### src/rtl/core_pkg.sv
// -----------------------------------------------------------------------------
// core_pkg
// Shared types for the ALU flag unit:
//   alu_op_t     - 4-bit ALU operation code
//   alu_state_t  - control FSM state encoding (exported for debug observation)
//   alu_out_t    - bundle produced by the binary execute stage
//   is_bcd_op()  - true for the ops that take a decimal correction when D=1
// -----------------------------------------------------------------------------
package core_pkg;

  typedef enum logic [3:0] {
    OP_ADC = 4'h0,
    OP_SBC = 4'h1,
    OP_CMP = 4'h2,
    OP_AND = 4'h3,
    OP_ORA = 4'h4,
    OP_EOR = 4'h5,
    OP_ASL = 4'h6,
    OP_LSR = 4'h7,
    OP_ROL = 4'h8,
    OP_ROR = 4'h9,
    OP_INC = 4'hA,
    OP_DEC = 4'hB
  } alu_op_t;

  typedef enum logic [1:0] {
    ST_IDLE = 2'd0,
    ST_EXEC = 2'd1,
    ST_DADJ = 2'd2,
    ST_REQ  = 2'd3
  } alu_state_t;

  typedef struct packed {
    logic [7:0] result;
    logic       n;
    logic       v;
    logic       z;
    logic       c;
    logic       hc;   // carry out of bit 3, only meaningful for ADC/SBC
  } alu_out_t;

  function automatic logic is_bcd_op(input alu_op_t op);
    return (op == OP_ADC) || (op == OP_SBC);
  endfunction

endpackage

### src/rtl/bcd_adjust.sv
// -----------------------------------------------------------------------------
// bcd_adjust
// Combinational decimal correction applied after a binary ADC/SBC.
// Ports:
//   bin_sum    (in, 8)  binary result of A + B + C or A + ~B + C
//   half_carry (in, 1)  carry out of bit 3 of the binary operation
//   carry_in   (in, 1)  carry out of bit 7 of the binary operation
//   is_sub     (in, 1)  1 for SBC, 0 for ADC
//   adj_out    (out, 8) decimal-corrected byte
//   carry_out  (out, 1) decimal carry (ADC) / not-borrow (SBC)
// -----------------------------------------------------------------------------
module bcd_adjust (
  input  logic [7:0] bin_sum,
  input  logic       half_carry,
  input  logic       carry_in,
  input  logic       is_sub,
  output logic [7:0] adj_out,
  output logic       carry_out
);

  logic       lo_fix;
  logic       hi_fix;
  logic [7:0] lo_amt;
  logic [7:0] hi_amt;

  always_comb begin
    lo_fix    = 1'b0;
    hi_fix    = 1'b0;
    lo_amt    = 8'h00;
    hi_amt    = 8'h00;
    adj_out   = bin_sum;
    carry_out = carry_in;

    if (is_sub) begin
      // Subtraction: a borrow out of a nibble means that nibble wrapped
      // through 16 instead of 10, so take 6 back off it.
      lo_fix    = ~half_carry;
      hi_fix    = ~carry_in;
      lo_amt    = lo_fix ? 8'h06 : 8'h00;
      hi_amt    = hi_fix ? 8'h60 : 8'h00;
      adj_out   = bin_sum - lo_amt - hi_amt;
      carry_out = carry_in;
    end else begin
      // Addition: a nibble above 9 or a nibble carry needs +6. The high
      // digit test uses the unadjusted sum so a low fix that ripples into
      // the high nibble is already accounted for by the > 0x99 check.
      lo_fix    = half_carry || (bin_sum[3:0] > 4'd9);
      hi_fix    = carry_in || (bin_sum > 8'h99);
      lo_amt    = lo_fix ? 8'h06 : 8'h00;
      hi_amt    = hi_fix ? 8'h60 : 8'h00;
      adj_out   = bin_sum + lo_amt + hi_amt;
      carry_out = hi_fix;
    end
  end

endmodule

### src/rtl/alu_flag_unit.sv
// -----------------------------------------------------------------------------
// alu_flag_unit
// Multi-cycle 8-bit ALU that computes a result plus N/V/Z/C flags and hands
// them to the processor status register through a request/acknowledge pair.
//
// Ports:
//   fclk               (in)      clock, rising edge
//   rst                (in)      synchronous active-high reset
//   start              (in)      operation request, sampled only in IDLE
//   alu_op             (in, 4)   operation code (alu_op_t)
//   a_in, b_in         (in, 8)   operands
//   c_carry, d_decimal, v_in (in) current C, D, V flags
//   busy               (out)     high whenever the FSM is not IDLE
//   result_out         (out, 8)  registered result
//   result_valid       (out)     one-cycle pulse after the status register acks
//   psr_update_request (out)     flags are ready for the status register
//   ack_update_request (in)      status register acknowledge
//   n_result, v_result, z_result, c_result (out) registered flags
//   state_dbg          (out, 2)  current FSM state (alu_state_t encoding)
//
// Handshake: psr_update_request is high for every cycle the FSM sits in REQ;
// result_out and the flags are frozen for that whole time. The first rising
// edge that samples ack_update_request=1 while in REQ completes the
// transfer: the FSM returns to IDLE and result_valid pulses for one cycle.
// ack outside REQ and start outside IDLE have no effect.
//
// Timing from the start edge: EXEC (cycle 1) -> REQ (cycle 2) for binary
// ops; EXEC -> DADJ -> REQ (cycle 3) for ADC/SBC with D=1.
// -----------------------------------------------------------------------------
module alu_flag_unit
  import core_pkg::*;
(
  input  logic       fclk,
  input  logic       rst,
  input  logic       start,
  input  logic [3:0] alu_op,
  input  logic [7:0] a_in,
  input  logic [7:0] b_in,
  input  logic       c_carry,
  input  logic       d_decimal,
  input  logic       v_in,
  output logic       busy,
  output logic [7:0] result_out,
  output logic       result_valid,
  output logic       psr_update_request,
  input  logic       ack_update_request,
  output logic       n_result,
  output logic       v_result,
  output logic       z_result,
  output logic       c_result,
  output logic [1:0] state_dbg
);

  // ---------------------------------------------------------------------------
  // Captured operation
  // ---------------------------------------------------------------------------
  alu_state_t state;
  alu_state_t state_nxt;

  alu_op_t    op_q;
  logic [7:0] a_q;
  logic [7:0] b_q;
  logic       c_q;
  logic       d_q;
  logic       v_q;
  logic       hc_q;

  alu_out_t   exec_res;

  logic [7:0] adj_byte;
  logic       adj_carry;

  // ---------------------------------------------------------------------------
  // Binary execute: purely a function of the captured operands
  // ---------------------------------------------------------------------------
  logic [7:0] b_eff;
  logic       add_cin;
  logic [8:0] sum9;
  logic [4:0] low5;
  logic       add_ovf;
  logic [7:0] flag_src;

  always_comb begin
    // ADC adds B; SBC and CMP add ~B (two's complement with carry-in).
    b_eff   = (op_q == OP_ADC) ? b_q : ~b_q;
    // CMP is a plain A-B and ignores the incoming carry.
    add_cin = (op_q == OP_CMP) ? 1'b1 : c_q;
    sum9    = {1'b0, a_q} + {1'b0, b_eff} + {8'b0, add_cin};
    low5    = {1'b0, a_q[3:0]} + {1'b0, b_eff[3:0]} + {4'b0, add_cin};
    // Signed overflow: operands agree in sign, result disagrees.
    add_ovf = (a_q[7] == b_eff[7]) && (sum9[7] != a_q[7]);

    exec_res        = '0;
    exec_res.result = a_q;
    exec_res.c      = c_q;
    exec_res.v      = v_q;
    exec_res.hc     = 1'b0;

    unique case (op_q)
      OP_ADC, OP_SBC: begin
        exec_res.result = sum9[7:0];
        exec_res.c      = sum9[8];
        exec_res.v      = add_ovf;
        exec_res.hc     = low5[4];
      end
      OP_CMP: begin
        exec_res.result = a_q;
        exec_res.c      = sum9[8];
      end
      OP_AND: exec_res.result = a_q & b_q;
      OP_ORA: exec_res.result = a_q | b_q;
      OP_EOR: exec_res.result = a_q ^ b_q;
      OP_ASL: begin
        exec_res.result = {a_q[6:0], 1'b0};
        exec_res.c      = a_q[7];
      end
      OP_LSR: begin
        exec_res.result = {1'b0, a_q[7:1]};
        exec_res.c      = a_q[0];
      end
      OP_ROL: begin
        exec_res.result = {a_q[6:0], c_q};
        exec_res.c      = a_q[7];
      end
      OP_ROR: begin
        exec_res.result = {c_q, a_q[7:1]};
        exec_res.c      = a_q[0];
      end
      OP_INC: exec_res.result = a_q + 8'h01;
      OP_DEC: exec_res.result = a_q - 8'h01;
      default: exec_res.result = a_q;
    endcase

    // CMP reports N/Z of the difference while passing A through as result.
    flag_src   = (op_q == OP_CMP) ? sum9[7:0] : exec_res.result;
    exec_res.n = flag_src[7];
    exec_res.z = (flag_src == 8'h00);
  end

  // ---------------------------------------------------------------------------
  // Decimal correction works on the binary result already in result_out
  // and on the binary carry already in c_result.
  // ---------------------------------------------------------------------------
  bcd_adjust u_bcd_adjust (
    .bin_sum    (result_out),
    .half_carry (hc_q),
    .carry_in   (c_result),
    .is_sub     (op_q == OP_SBC),
    .adj_out    (adj_byte),
    .carry_out  (adj_carry)
  );

  // ---------------------------------------------------------------------------
  // FSM: state register
  // ---------------------------------------------------------------------------
  always_ff @(posedge fclk) begin
    if (rst) begin
      state <= ST_IDLE;
    end else begin
      state <= state_nxt;
    end
  end

  // ---------------------------------------------------------------------------
  // FSM: next state
  // ---------------------------------------------------------------------------
  always_comb begin
    state_nxt = state;
    unique case (state)
      ST_IDLE: if (start) state_nxt = ST_EXEC;
      ST_EXEC: state_nxt = (is_bcd_op(op_q) && d_q) ? ST_DADJ : ST_REQ;
      ST_DADJ: state_nxt = ST_REQ;
      ST_REQ:  if (ack_update_request) state_nxt = ST_IDLE;
      default: state_nxt = ST_IDLE;
    endcase
  end

  // ---------------------------------------------------------------------------
  // FSM: outputs decoded from state
  // ---------------------------------------------------------------------------
  always_comb begin
    busy               = (state != ST_IDLE);
    psr_update_request = (state == ST_REQ);
    state_dbg          = state;
  end

  // ---------------------------------------------------------------------------
  // Datapath registers
  // ---------------------------------------------------------------------------
  always_ff @(posedge fclk) begin
    if (rst) begin
      op_q         <= OP_ADC;
      a_q          <= 8'h00;
      b_q          <= 8'h00;
      c_q          <= 1'b0;
      d_q          <= 1'b0;
      v_q          <= 1'b0;
      hc_q         <= 1'b0;
      result_out   <= 8'h00;
      n_result     <= 1'b0;
      v_result     <= 1'b0;
      z_result     <= 1'b0;
      c_result     <= 1'b0;
      result_valid <= 1'b0;
    end else begin
      result_valid <= (state == ST_REQ) && ack_update_request;

      unique case (state)
        ST_IDLE: begin
          if (start) begin
            op_q <= alu_op_t'(alu_op);
            a_q  <= a_in;
            b_q  <= b_in;
            c_q  <= c_carry;
            d_q  <= d_decimal;
            v_q  <= v_in;
          end
        end
        ST_EXEC: begin
          result_out <= exec_res.result;
          n_result   <= exec_res.n;
          v_result   <= exec_res.v;
          z_result   <= exec_res.z;
          c_result   <= exec_res.c;
          hc_q       <= exec_res.hc;
        end
        ST_DADJ: begin
          // V stays at the binary value registered in EXEC.
          result_out <= adj_byte;
          c_result   <= adj_carry;
          n_result   <= adj_byte[7];
          z_result   <= (adj_byte == 8'h00);
        end
        default: begin
          // REQ: everything held for the status register.
        end
      endcase
    end
  end

endmodule

### config.mk
export PLATFORM = sky130hd
export DESIGN_NAME = alu_flag_unit
export DESIGN_NICKNAME = d
export VERILOG_FILES = /design/src/rtl/core_pkg.sv /design/src/rtl/bcd_adjust.sv /design/src/rtl/alu_flag_unit.sv
export SDC_FILE = /design/constraint.sdc
export NUM_CORES = 1
export LEC_CHECK = 0
export CORE_AREA = 8 8 127 129
export CTS_CLUSTER_DIAMETER = 60
export DETAILED_ROUTE_END_ITERATION = 8
export DIE_AREA = 0 0 135 137
export RECOVER_POWER = 25
export SYNTH_ARGS = -nofsm -noshare
export SYNTH_HDL_FRONTEND = slang
export SYNTH_SLANG_ARGS = --single-unit
### constraint.sdc
create_clock -name fclk -period 3.95 [get_ports fclk]
set_input_delay 0.79 -clock fclk [delete_from_list [all_inputs] [get_ports fclk]]
set_output_delay 0.79 -clock fclk [all_outputs]
set_load 0.01 [all_outputs]
=== Word level (Yosys, flattened, before mapping) ===
Index checks and enable logic that the tools add are counted.

* Flip-flop bits (word level): 39
* Input port bits: 27

* $lt $le $gt $ge: 2
* $add $sub $neg: 10
* Reduce and logical (&&, ||, !) cells: 19
* Muxes and demuxes: 21
* Equality and inequality tests: 19
* Bitwise operators: 4

{| class="wikitable"
|+ Operators with widths
! kind !! number
|-
| one-hot mux 8 bit (10 select lines) || 1
|-
| 2-to-1 mux 8 bit || 3
|-
| adder 8 bit || 2
|-
| equality test 4 x 3 -> 1 bit, second input constant || 4
|-
| equality test 4 bit, second input constant || 4
|-
| logical NOT 8 bit || 2
|-
| one-hot mux 8 bit (2 select lines) || 1
|-
| subtractor 8 bit || 2
|-
| 2-to-1 mux 7 bit || 2
|-
| adder 8 x 8 -> 9 bit || 1
|-
| adder 9 x 1 -> 9 bit || 1
|-
| adder 8 x 1 -> 8 bit, second input constant || 1
|-
| AND 8 bit || 1
|-
| equality test 4 x 2 -> 1 bit, second input constant || 2
|-
| greater-than comparator 8 bit, second input constant || 1
|-
| inverter 8 bit || 1
|-
| OR 8 bit || 1
|-
| one-hot mux 2 bit (4 select lines) || 1
|-
| subtractor 8 x 1 -> 8 bit, second input constant || 1
|-
| XOR 8 bit || 1
|-
| 2-to-1 mux 3 bit || 2
|-
| one-hot mux 1 bit (2 select lines) || 3
|-
| AND reduction 2 bit || 3
|-
| OR reduction 2 bit || 3
|-
| other kinds (19) || 31
|}

=== Logic depth before layout (Yosys ltp) ===
* Depth in word-level cells: 8
* Gate-level depth with buffers: 16
* Gate-level depth less buffers: 15

=== Hierarchy ===
Synthesis repeated with hierarchy kept, for this count alone.

* Cell total of the unflattened synthesis: 578
* Area total of the unflattened synthesis: 4247.8 um2

{| class="wikitable"
|+ Modules (own cells, without submodules)
! module !! times used !! area each (um2) !! cells each
|-
| alu_flag_unit || 1 || 3553.4 || 486
|-
| bcd_adjust || 1 || 694.4 || 92
|}

=== Worst setup path before layout ===
No wires, ideal clock.

* Path kind: register to register
* Start: register op_q[1]
* End: register z_result
* Required time: 3.826 ns
* Cell stages (with the launch flop): 16
* Library setup time: 0.124 ns
* Arrival: 4.035 ns
* Path slack: -0.209 ns
* Path buffers: 4
* Path through: dfxtp_1 buf_6 buf_2 buf_1 clkbuf_1 nor4_2 xnor2_1 fa_1 a21o_1 a2111oi_0 xnor2_1 a221oi_1 a21oi_1 inv_1 a311oi_1 nor2_1

* Longest elaborated chain between the ends: 8
* Elaborated cells between the ends (all ways): 23
* Those cells by class: 2 x add/sub; 11 x eq/ne; 6 x mux; 4 x reduce/logical

{| class="wikitable"
|+ Ends and longest elaborated chain
! item !! line !! RTL
|-
| start: declaration || alu_flag_unit.sv:60 || <nowiki>alu_op_t op_q;</nowiki>
|-
| start signal: assignment || alu_flag_unit.sv:211 || <nowiki>op_q <= alu_op_t'(alu_op);</nowiki>
|-
| logical NOT 4 bit || alu_flag_unit.sv:85, alu_flag_unit.sv:99 ||
|-
| 2-to-1 mux 8 bit || alu_flag_unit.sv:85 || <nowiki>b_eff = (op_q == OP_ADC) ? b_q : ~b_q;</nowiki>
|-
| adder 8 x 8 -> 9 bit || alu_flag_unit.sv:88 || <nowiki>sum9 = {1'b0, a_q} + {1'b0, b_eff} + {8'b0, add_cin};</nowiki>
|-
| adder 9 x 1 -> 9 bit || alu_flag_unit.sv:88 ||
|-
| one-hot mux 8 bit (10 select lines) || alu_flag_unit.sv:99 || <nowiki>unique case (op_q)</nowiki>
|-
| 2-to-1 mux 8 bit || alu_flag_unit.sv:135 || <nowiki>flag_src = (op_q == OP_CMP) ? sum9[7:0] : exec_res.result;</nowiki>
|-
| logical NOT 8 bit || alu_flag_unit.sv:137 || <nowiki>exec_res.z = (flag_src == 8'h00);</nowiki>
|-
| one-hot mux 1 bit (2 select lines) (*) || alu_flag_unit.sv:208 || <nowiki>unique case (state)</nowiki>
|-
| end signal: assignment || alu_flag_unit.sv:223 || <nowiki>z_result <= exec_res.z;</nowiki>
|-
| end signal: assignment || alu_flag_unit.sv:232 || <nowiki>z_result <= (adj_byte == 8'h00);</nowiki>
|-
| end: declaration || alu_flag_unit.sv:49 || <nowiki>output logic z_result,</nowiki>
|}

Mark *: on every way between the ends. The rest lies on a longest branch, timed or not.
A chain may end at the register's enable or synchronous reset.

=== Worst setup path after layout ===
* Start: register op_q[3]
* End: register z_result

The elaborated chain is that of the path after synthesis.

==> reports/results.ini <==
[run_status]
status=finished clean

[grt]
grt_pass1_wl_mm=22.2
grt_overflow=0
track_usage_pct=14.9
first_global_vias=4199
antenna_found_initial=0
grt_max_degree=33

[synthesis]
syn_nets=628
synthCells=553
yosysWarnings=0
netlist_area_mm2=0.00412
ys_seq_elements=39
synthArstFlopShare_pct=0
avgSynthCellArea_um2=7.45
yosysUniqueCellTypes=72
synth_seq_area_share_pct=18.9
synth_flop_cell=dfxtp_1
synth_edf_count=0

[timing]
max_freq_mhz=287
setup_viol=0
tightest_slew_ps=908
final.setup_skew_ps=5.72
finalCritPeriodShare_pct=88.3
hold_viol_final=0
slew_headroom_pct=39.2
rsz0062_at_grt=no
fin_setup_tns_ps=0
maxSlewViolCount=0
period_needed_ps=3490

[clocking]
cts_made_buffers=5
cts_root_buffer=clkbuf_16
htree_levels=2
cts_resized=0
cts.sinks=39
cts.clk_slew.worst_paths_ps=60
cts_buffer_depth=2
cts_tree=yes
cts_setup_buffers=0
worstSkewPairLatency_ps=290
holdBufCountCts=0

[critical_path]
criticalPathCategory=reg -> reg
crit_family=simple AND/OR/NAND/NOR gates
cp_max_fo=11
max_stage_delay_ps=650
endpoint_kind=register
crit_top_cell=fa_1
cp.arrival_ps=3720
crit_path_start_kind=register
path_buf_inv=1
worst_path_max_delay_cell=or4b_1
crit_chain=buf_4 -> or4b_1 -> nand2b_1 -> fa_1 -> fa_1 -> nor2b_1 -> o21ai_0 -> a41oi_1 -> nor3_1 -> nand2_1 -> a2111oi_0 -> a311oi_1 -> nor2_1
cp.required_ps=4180

[drt]
route.detailed.drc=0
wirelength_mm=13.8
vias_per_cell=5.34
drt_iter0_drc=320
via_count=4121
wl_per_cell_um=17.8
detail-route-antenna-nets=0
firstDrtPassIters=5

[die]
initial_core_util_pct=29.0
io_pins=44
core_area_mm2=0.0142
rows=44
fp.dieW_um=135
fp.dieH_um=137
dieArea_mm2=0.0185

[flow_run]
drv_cap=0

[finish]
area_growth_pct=20.3
layout_commonest_cell=nand2_1
antenna-diode-count=0
final_cell_mix=nand2_1, a21oi_1, ha_1, inv_1, dfxtp_1
layout.nets=662
drive_gt1_share_pct=7.48

[min_path]
min_path_type=reg -> reg

[pwr]
power_density_mw_per_mm2=674
p_total_uw=3340
peakVddDrop_mv=0.365
power_leakage_uw=0.00204

[placement]
gp_congestion=0.906
dp_hpwl_mm=10.8
numPortBuffers=43

[cells in the mapped netlist, drive strengths merged (7+ instances only)]
cell type	instances	share of area (%)
mux2i	9	2.2
dfxtp	39	19
inv	40	3.6
nand2b	16	2.4
nor3	10	1.2
buf	14	1.7
a211oi	7	1.3
o21ai	24	2.9
a21oi	51	6.2
nor2b	9	1.4
nor2	29	2.6
nand3	7	0.85
nand2	78	7.1
ha	45	14
and3	11	1.8
clkbuf	21	1.9
xnor2	21	4.5
[flip-flops by register name, summed over array words and instances, names as in the netlist, 2 cells and up]
register,flops
result_out,8
a_q,8
op_q,4
state_dbg,2
b_q,8
[where the power goes]
part	leakage [uW]	switching (uW)	internal, uW
clock network	0.0000868	172	314
registers	0.000320	137	489
logic	0.00163	1280	952
total	0.00204	1590	1760
[routing by layer]
| metal | wire [um] | vias up | track usage (%) | share of wire (%) |
|---|---|---|---|---|
| met2 | 6350 | 111 | 24.7 | 46 |
| met5 | 0 | - | 0 | 0 |
| met3 | 599 | 19 | 2.35 | 4.4 |
| met4 | 272 | 0 | 4.57 | 2.0 |
| met1 | 6540 | 1938 | 19.4 | 48 |
| li1 | - | 2053 | - | - |
[kinds of logic after synthesis]
kind of cell,synth area share [%]
simple gates,25.3
compound gates,25.7
buf+inv,7.29
fa+ha+maj,15.1
flops,18.9
xor+xnor,4.68
mux,3.01
[worst paths after layout]
kind | startpoint | end | slack, ps | depth (start not counted)
max | op_q[3]$_SDFFE_PP0P_ | z_result$_SDFFE_PP0P_ | 460 | 13
min | d_q$_SDFFE_PP0P_ | d_q$_SDFFE_PP0P_ | 490 | 2
max reg2reg | op_q[3]$_SDFFE_PP0P_ | z_result$_SDFFE_PP0P_ | 460 | 13
min reg2reg | d_q$_SDFFE_PP0P_ | d_q$_SDFFE_PP0P_ | 490 | 2
[area by class of cell]
class / count / area (um^2)
fill: 1552 / 9250
multi-input combinational: 439 / 3050
sequential: 39 / 781
timing repair buffer: 62 / 573
tap: 184 / 230
inverter: 40 / 150
clock buffer: 6 / 139
clock inverter: 2 / 35.0
[per-stage QoR]
stage	setup WS [ps]	hold slack (ps)	area (um^2)	instances	util (%)
final	461	492	4960	772	34.9
after floorplan	39.4	437	4130	553	-
after global placement	558	477	4780	764	33.7
after CTS	508	486	4960	772	34.9
after global routing	320	503	4960	772	34.9
after detailed placement	521	477	4780	764	33.7
[worst register-to-register path, delay by kind of cell (launching register included)]
family	cells	cell delay (ps)
compound gates	4	910
buf+inv	1	180
fa+ha+maj	2	680
simple gates	6	1310
flops	1	340
(Power assumes the default switching activity.)
